**config.mk**
```make
export PLATFORM = sky130hd
export DESIGN_NAME = fetch_exec_init
export DESIGN_NICKNAME = d
export VERILOG_FILES = /design/src/rtl/fetch_pkg.sv /design/src/rtl/mask_gen.sv /design/src/rtl/fetch_exec_init.sv
export SDC_FILE = /design/constraint.sdc
export NUM_CORES = 1
export LEC_CHECK = 0
export BUFFER_PORTS_ARGS = -buffer_cell sky130_fd_sc_hd__buf_2
export CAP_MARGIN = 20
export CORE_ASPECT_RATIO = 0.8
export CORE_UTILIZATION = 30
export CTS_CLUSTER_SIZE = 40
export DETAILED_ROUTE_END_ITERATION = 8
export SETUP_SLACK_MARGIN = 0.4
export SYNTH_ARGS = -nofsm -noshare
export SYNTH_HDL_FRONTEND = slang
export SYNTH_SLANG_ARGS = --single-unit
```
**constraint.sdc**
```tcl
create_clock -name clk -period 2.6 [get_ports clk]
set_input_delay 0.13 -clock clk [delete_from_list [all_inputs] [get_ports clk]]
set_output_delay 0.13 -clock clk [all_outputs]
set_load 0.05 [all_outputs]
```
**src/rtl/fetch_pkg.sv**
```systemverilog
// Shared widths, dispatch record and output-stage state encoding for the fetch EXEC init path.
package fetch_pkg;

  localparam int WF_ID_W_DFLT = 6;
  localparam int EXEC_MASK_W  = 64;
  localparam int LANE_IDX_W   = 6;

  typedef logic [LANE_IDX_W-1:0]  lane_idx_t;
  typedef logic [EXEC_MASK_W-1:0] exec_mask_t;

  typedef struct packed {
    logic [WF_ID_W_DFLT-1:0] wf_id;
    lane_idx_t               size_m1;
  } disp_rec_t;

  localparam logic [0:0] OUT_EMPTY = 1'b0;
  localparam logic [0:0] OUT_FULL  = 1'b1;

endpackage

```
**src/rtl/mask_gen.sv**
```systemverilog
// Thermometer mask: size_m1_i = N drives bits [N:0] high. Purely combinational.
module mask_gen
  import fetch_pkg::*;
(
  input  lane_idx_t  size_m1_i,
  output exec_mask_t mask_o
);

  always_comb begin
    mask_o = '0;
    for (int i = 0; i < EXEC_MASK_W; i++) begin
      mask_o[i] = (i <= int'(size_m1_i));
    end
  end

endmodule

```
**src/rtl/fetch_exec_init.sv**
```systemverilog
// Dispatch record FIFO feeding a registered EXEC-table init write; FETCH_EXEC_INIT_STALL_CNT_EN adds stall_cnt.
// Accept-to-valid latency 2 edges, 1 record/cycle; output held until exec_wr_ready, in_ready low when full or flushing.
module fetch_exec_init
  import fetch_pkg::*;
#(
  parameter int DEPTH   = 4,
  parameter int WF_ID_W = WF_ID_W_DFLT
) (
  input  logic               clk,
  input  logic               rst,
  input  logic               flush,
  input  logic               in_valid,
  output logic               in_ready,
  input  logic [WF_ID_W-1:0] in_wf_id,
  input  logic [5:0]         in_size_m1,
  output logic               exec_wr_valid,
  input  logic               exec_wr_ready,
  output logic [WF_ID_W-1:0] exec_wr_wfid,
  output logic [63:0]        exec_wr_mask,
  output logic               busy
`ifdef FETCH_EXEC_INIT_STALL_CNT_EN
  ,
  output logic [15:0]        stall_cnt
`endif
);

  localparam int PTR_W = $clog2(DEPTH);
  localparam int CNT_W = PTR_W + 1;

  typedef struct packed {
    logic [WF_ID_W-1:0] wf_id;
    lane_idx_t          size_m1;
  } rec_t;

  rec_t               fifo_q [DEPTH];
  logic [PTR_W-1:0]   wr_ptr_q, wr_ptr_d;
  logic [PTR_W-1:0]   rd_ptr_q, rd_ptr_d;
  logic [CNT_W-1:0]   cnt_q, cnt_d;
  logic [0:0]         state_q, state_d;
  logic [WF_ID_W-1:0] wfid_q, wfid_d;
  exec_mask_t         mask_q, mask_d;

  rec_t       head;
  exec_mask_t head_mask;
  logic       fifo_nempty;
  logic       push;
  logic       pop;

  assign head        = fifo_q[rd_ptr_q];
  assign fifo_nempty = (cnt_q != '0);
  assign in_ready    = (cnt_q < CNT_W'(DEPTH)) && !flush;
  assign push        = in_valid && in_ready;
  // Pop whenever the output register is free or being drained this edge.
  assign pop         = fifo_nempty && !flush &&
                       ((state_q == OUT_EMPTY) || exec_wr_ready);

  mask_gen u_mask_gen (
    .size_m1_i (head.size_m1),
    .mask_o    (head_mask)
  );

  always_comb begin
    wr_ptr_d = wr_ptr_q;
    rd_ptr_d = rd_ptr_q;
    cnt_d    = cnt_q;
    state_d  = state_q;
    wfid_d   = wfid_q;
    mask_d   = mask_q;
    if (flush) begin
      wr_ptr_d = '0;
      rd_ptr_d = '0;
      cnt_d    = '0;
      state_d  = OUT_EMPTY;
      wfid_d   = '0;
      mask_d   = '0;
    end else begin
      if (push) wr_ptr_d = wr_ptr_q + PTR_W'(1);
      if (pop)  rd_ptr_d = rd_ptr_q + PTR_W'(1);
      cnt_d = cnt_q + CNT_W'(push) - CNT_W'(pop);
      if (pop) begin
        state_d = OUT_FULL;
        wfid_d  = head.wf_id;
        mask_d  = head_mask;
      end else if ((state_q == OUT_FULL) && exec_wr_ready) begin
        state_d = OUT_EMPTY;
      end
    end
  end

  always_ff @(posedge clk or posedge rst) begin
    if (rst) begin
      wr_ptr_q <= '0;
      rd_ptr_q <= '0;
      cnt_q    <= '0;
      state_q  <= OUT_EMPTY;
      wfid_q   <= '0;
      mask_q   <= '0;
    end else begin
      wr_ptr_q <= wr_ptr_d;
      rd_ptr_q <= rd_ptr_d;
      cnt_q    <= cnt_d;
      state_q  <= state_d;
      wfid_q   <= wfid_d;
      mask_q   <= mask_d;
    end
  end

  // Storage needs no reset: entries are only read behind a valid count.
  always_ff @(posedge clk) begin
    if (push) fifo_q[wr_ptr_q] <= '{wf_id: in_wf_id, size_m1: in_size_m1};
  end

  assign exec_wr_valid = (state_q == OUT_FULL);
  assign exec_wr_wfid  = wfid_q;
  assign exec_wr_mask  = mask_q;
  assign busy          = fifo_nempty || exec_wr_valid;

`ifdef FETCH_EXEC_INIT_STALL_CNT_EN
  logic [15:0] stall_cnt_q, stall_cnt_d;

  always_comb begin
    stall_cnt_d = stall_cnt_q;
    if (exec_wr_valid && !exec_wr_ready && (stall_cnt_q != 16'hFFFF))
      stall_cnt_d = stall_cnt_q + 16'd1;
  end

  // Cleared by reset only so abort storms remain visible after a flush.
  always_ff @(posedge clk or posedge rst) begin
    if (rst) stall_cnt_q <= '0;
    else     stall_cnt_q <= stall_cnt_d;
  end

  assign stall_cnt = stall_cnt_q;
`endif

endmodule

```
==> Word-level counts from Yosys, hierarchy flattened <==
Memories as Yosys holds them, arrays and structs flattened.
Cells that the tools add are included.
{ "word_totals": {"input_bits": 17, "rom_bits": 0, "mem_bits_rw": 48, "mem_count": 1, "output_inout_bits": 73, "word_cells": 102, "latch_bits": 0, "ff_bits": 78} }
{ "op_classes": {"multipliers": 0, "n_bitwise": 1, "div": 0, "magnitude_cmp": 64, "eq_ne": 0, "muxes": 14, "reduce_logical": 12, "shift": 0, "n_addsub": 4} }
{ "mem_list": {"columns": ["memory", "depth", "width", "rd", "rd_ports_with_merged_regs", "wr", "line", "source"], "rows": [
  ["fifo_q", 4, 12, 1, 0, 1, "fetch_exec_init.sv:35", "rec_t fifo_q [DEPTH];"]
]} }
{ "ops": {"columns": ["cell", "n"], "rows": [
  ["$le 6x6->1 const A", 32],
  ["$mux 64", 2],
  ["$le 5x6->1 const A", 16],
  ["$le 4x6->1 const A", 8],
  ["$le 3x6->1 const A", 4],
  ["$le 2x6->1 const A", 2],
  ["$mux 6", 2],
  ["$mux 2", 4],
  ["$le 1x6->1 const A", 1],
  ["$reduce_bool 3->1", 2],
  ["$logic_and 1x1->1", 5],
  ["$mux 1", 5],
  ["$add 2x1->2 const B", 2],
  ["$reduce_bool 2->1", 2],
  ["$add 3x1->3", 1],
  ["$lt 3x3->1 const B", 1],
  ["$mux 3", 1],
  ["$sub 3x1->3", 1],
  ["$logic_or 1x1->1", 2],
  ["$logic_not 1->1", 1],
  ["$not 1->1", 1]
]} }

==> Longest topological paths before layout <==
{ "depth": {"word_depth": 6, "ltp_mapped": 9} }

==> By module <==
From an unflattened synthesis, not the netlist that was laid out.
{ "hier_totals": {"hier_cells": 444, "area_unflattened_um2": 5909.4} }
{ "modules_own_cells": {"columns": ["mod", "cells_per_inst", "n_inst", "seq_area_each_um2", "area_per_inst_um2"], "rows": [
  ["fetch_exec_init", 337, 1, 3393.3, 5325.1],
  ["mask_gen", 107, 1, 0.0, 584.3]
]} }

==> Worst setup path after synthesis <==
OpenSTA, ideal clock, no wires.
{ "synth_path": {"kind": "register to register", "from": "register state_q, in the netlist exec_wr_valid", "to": "register cnt_q[2]", "t_arrival_ps": 2148, "required_time_ps": 2468, "setup_time_ps": 132, "slack_ps": 320, "stages_incl_launch_ff": 9, "path_cell_list": "dfrtp_1 nor2b_1 nor3_1 xor2_1 ha_1 inv_1 fa_1 xnor2_1 nor2_1"} }
{ "synth_between": {"elab_chain_cells": 5} }
{ "synth_lines": {"columns": ["item", "line", "source"], "rows": [
  ["from (decl)", "fetch_exec_init.sv:39", "logic [0:0] state_q, state_d;"],
  ["from (signal assigned)", "fetch_exec_init.sv:102", "state_q <= state_d;"],
  ["$not 1->1", "fetch_exec_init.sv:55", "((state_q == OUT_EMPTY) || exec_wr_ready);"],
  ["$logic_or 1x1->1", "fetch_exec_init.sv:55", null],
  ["$logic_and 1x1->1", "fetch_exec_init.sv:54", "assign pop = fifo_nempty && !flush &&"],
  ["$sub 3x1->3", "fetch_exec_init.sv:79", "cnt_d = cnt_q + CNT_W'(push) - CNT_W'(pop);"],
  ["$mux 3", "fetch_exec_init.sv:69", "if (flush) begin"],
  ["net cnt_d[2]", "fetch_exec_init.sv:38", "logic [CNT_W-1:0] cnt_q, cnt_d;"],
  ["to (signal assigned)", "fetch_exec_init.sv:101", "cnt_q <= cnt_d;"],
  ["to (decl)", "fetch_exec_init.sv:38", null]
]} }
The timed path passes the listed nets, and every way through them passes these cells.
A chain may end at the register's enable or synchronous reset.

==> Final worst setup path <==
{ "layout_path": {"from": "register rd_ptr_q[0]", "to": "register mask_q[39], in the netlist exec_wr_mask[39]"} }
{ "layout_between": {"elab_chain_cells": 4} }
{ "layout_lines": {"columns": ["item", "line", "source"], "rows": [
  ["from (decl)", "fetch_exec_init.sv:37", "logic [PTR_W-1:0] rd_ptr_q, rd_ptr_d;"],
  ["from (signal assigned)", "fetch_exec_init.sv:100", "rd_ptr_q <= rd_ptr_d;"],
  ["$mem_v2 4x12", null, null],
  ["$le 6x6->1", "mask_gen.sv:12", "mask_o[i] = (i <= int'(size_m1_i));"],
  ["$mux 64", "fetch_exec_init.sv:80", "if (pop) begin"],
  ["$mux 64", "fetch_exec_init.sv:69", null],
  ["to (signal assigned)", "fetch_exec_init.sv:104", "mask_q <= mask_d;"],
  ["to (decl)", "fetch_exec_init.sv:41", "exec_mask_t mask_q, mask_d;"]
]} }
No other way between the ends. The select of a mux whose other input is x is not followed.

==> impl_metrics.json <==
{
  "cts.sink_count": 126,
  "finalSetupViolCount": 0,
  "largest_delay_contributor_family_on_the_critical_path": "multiplexers",
  "final_cells": 772,
  "num-nets-final": 562,
  "grt_max_degree": 41,
  "status": "finished clean",
  "min_period_over_period": 0.822,
  "critical_path.max_fanout": 10,
  "worst-setup-path-type": "reg -> reg",
  "seq_area_frac_synth": 0.645,
  "synth_top_cells_by_area": "dfrtp_1 37%, edfxtp_1 27%, mux4_1 4.5%",
  "detail_route.vias_per_cell": 5.08,
  "hold_class": "in -> reg",
  "cts_buffer_depth": 2,
  "place.detailed.hpwl_um": 9470,
  "drv_slew": 0,
  "clock_latency_ns": 0.42,
  "core_area_um2": 16800,
  "place_congestion": 0.867,
  "vdd.ir_drop.worst_mv": 0.520,
  "finalHoldViolations": 0,
  "post_syn_nets": 446,
  "cp_num_buf_inv": 2,
  "grt_first_pass_wirelength_um": 21500,
  "drive_above_1_share": 0.306,
  "setup_tns_ns": 0,
  "ff2ff_setup_slack_ns": 0.46,
  "timing.clock.skew_ns": 0.0101,
  "cp_slowest_stage_delay_ns": 0.59,
  "first_global_vias": 3773,
  "boundaryPins": 90,
  "wl_per_cell_um": 18.4,
  "global_route.usage.total": 0.161,
  "cts_max_level": 4,
  "clkTransAtPathRegs_ns": 0.06,
  "remaining_drc_errors": 0,
  "post-route-min-period_ns": 2.14,
  "dp_cells": 717,
  "seqPwrFrac": 0.295,
  "critical_path.cell_chain": "buf_6 > mux4_2 > buf_4 > or2_2 > o21ai_1 > nand2_1",
  "die-area_um2": 18100,
  "total_standard_cell_area_after_synthesis_um2": 5260,
  "timing.critical_path.slowest_stage_cell": "mux4_2",
  "antenna_violations_before_repair": 0,
  "floorplan.die.width_um": 150,
  "internal_power_contribution_mw": 5.55,
  "max-cap-violations": 0,
  "switching_power_mw": 4.08,
  "cts_buffers": 17,
  "power.clock.fraction": 0.285,
  "antenna_cells": 0,
  "tightestPinTransition_ns": 0.907,
  "rsz0062_at_grt": "false",
  "yosys.area.top_type": "dfrtp_1",
  "finalWirelength_um": 14200,
  "ys_warn_count": 0,
  "num_vias": 3923,
  "synth_largest_type_area_fraction": 0.371,
  "floorplan.initialDensity": 0.313,
  "total_power_mw": 9.63,
  "drt_first_iter_violations": 302,
  "slew_headroom": 0.394,
  "syn_inst": 423,
  "postSynthRegisterBits": 126,
  "layout_setup_ws_ns": 0.463,
  "data_arrival_time_of_the_critical_path_ns": 2.43,
  "total_global_routing_overflow": 0,
  "std_cell_rows": 42,
  "tritoncts": "built",
  "die_height_um": 120,
  "cellLeakagePower_nw": 3.12,
  "ant_nets": 0,
  "port_buffers": 89,
  "synth_area_per_cell_um2": 12.4,
  "share_comb_of_total_power": 0.420,
  "endpoint_type_of_the_worst_setup_path": "flop",
  "worst-endpoint-required_ns": 2.90,
  "fmax_ghz": 0.468,
  "dr.pass1.iters": 5,
  "p_sw_frac": 0.424,
  "power.density_cell_area_nw_per_um2": 1390,
  "area_growth_syn_to_layout_pct": 32.0,
  "pre_cts_setup_slack_ns": 0.261,
  "clk_root_buffer_cell": "clkbuf_16",
  "critical_path.startpoint_type": "flop",
  "synth.distinct_cells": 52
}
[metal layers]
metal  vias to the layer above  track usage  part of all wire
li1                       1790            -                 -
met1                      1959        0.228              0.45
met2                       150        0.231              0.45
met3                        24       0.0498             0.075
met4                         0       0.0543             0.016
met5                         -            0                 0
[cell usage after synthesis (all sizes together)]
library cell  count
mux4             12
and2b             1
ha                5
a211o             2
o311a             1
a211oi            5
a22o              4
or4               2
and2              5
nand2            46
o22ai             1
a32oi             1
nor4              1
a21oi            24
a31oi             1
nor2b             5
nor4bb            2
or2               5
dfrtp            78
o21a              1
edfxtp           48
xnor2             3
xor2              3
nor3             23
buf               8
nand4             5
o31ai             4
a21o              3
nand2b            2
and3              7
clkbuf           24
o211ai            3
and4              3
o221a             2
inv               5
and4b             1
o21ai            20
nor2             42
or3               3
fa                1
nand3b            1
nand3             5
o221ai            1
a32o              3
a22oi             1
[cells in the final DEF, fill, tap and decap left out, types with 5 or more instances in the layout]
cell type      netlist  layout
buf_4                0      22
buf_2                3      89
ha_1                 5       5
mux4_2               3       6
nor3_1              22      20
a211oi_1             5       5
clkbuf_16            0      17
mux4_1               9       8
o21ai_0             20      18
nand2_1             46      46
and3_1               7       7
dlygate4sd3_1        0      13
dfrtp_1             78      76
nor2_1              42      40
bufinv_16            0       7
nand4_1              5       5
a21oi_1             24      21
nand3_1              5       5
edfxtp_1            48      48
or2_2                5       5
[repair_timing]
item / 4_1_cts / 5_1_grt
endpoints found under the hold margin: 86 / 0
cloned: 0 / 2
buffers inserted: 3 / 5
resized for setup: 8 / 7
hold buffers: 13 / 0
endpoints found under the setup margin: 39 / 32
[sequential cells by signal, summed over array words and instances (netlist names)]
name           cells
wr_ptr_q           2
exec_wr_valid      1
exec_wr_wfid       6
rd_ptr_q           2
exec_wr_mask      64
cnt_q              3
fifo_q            48
[worst register-to-register path, cell delays in order, from the launching register on]
cell     delay [ns]
dfrtp_2        0.40
buf_6          0.16
mux4_2         0.59
buf_4          0.21
or2_2          0.32
o21ai_1        0.25
nand2_1        0.08
[metrics by stage]
step	instance area, um^2	hold slack, ns	utilization
floorplan	5260	0.229	-
global placement	6000	0.340	0.357
detailed placement	6000	0.354	0.357
CTS	6830	0.0573	0.406
global route	6940	0.0990	0.413
finish	6940	0.0768	0.413
[path summary, 6_finish.rpt]
kind / start / to / cells past startpoint
max: rd_ptr_q[0] / exec_wr_mask[39] / 6
min: flush / wr_ptr_q[0] / 2
max reg2reg: rd_ptr_q[0] / exec_wr_mask[39] / 6
min reg2reg: exec_wr_mask[56] / exec_wr_mask[56] / 2
max in group asynchronous: rst / rd_ptr_q[1] / 4
min in group asynchronous: rst / exec_wr_mask[59] / 3
[power by group through the flow]
stage	logic, mW	clock network (mW)	registers (mW)
5_1_grt	4.30	2.87	2.89
2_1_floorplan	1.49	0	4.15
6_report	4.04	2.74	2.84
3_5_place_dp	3.87	0	2.86
3_3_place_gp	3.84	0	2.85
4_1_cts	3.94	2.78	2.83
[area by class of cell]
cell class | instances | area (um^2)
flip-flops and latches | 126 | 3400
fillers | 1560 | 9870
repair buffers | 127 | 792
well taps | 220 | 275
clock buffers | 20 | 437
multi-input cells | 262 | 1780
clock inverters | 12 | 241
inverters | 5 | 18.8
[cells by family after synthesis]
logic type | share of synthesized area
xor+xnor | 0.00999
flops | 0.645
mux | 0.0578
simple gates | 0.147
buf+inv | 0.0307
compound gates | 0.0937
fa+ha+maj | 0.0157
No activity file was read; power rests on OpenSTA's default activity.
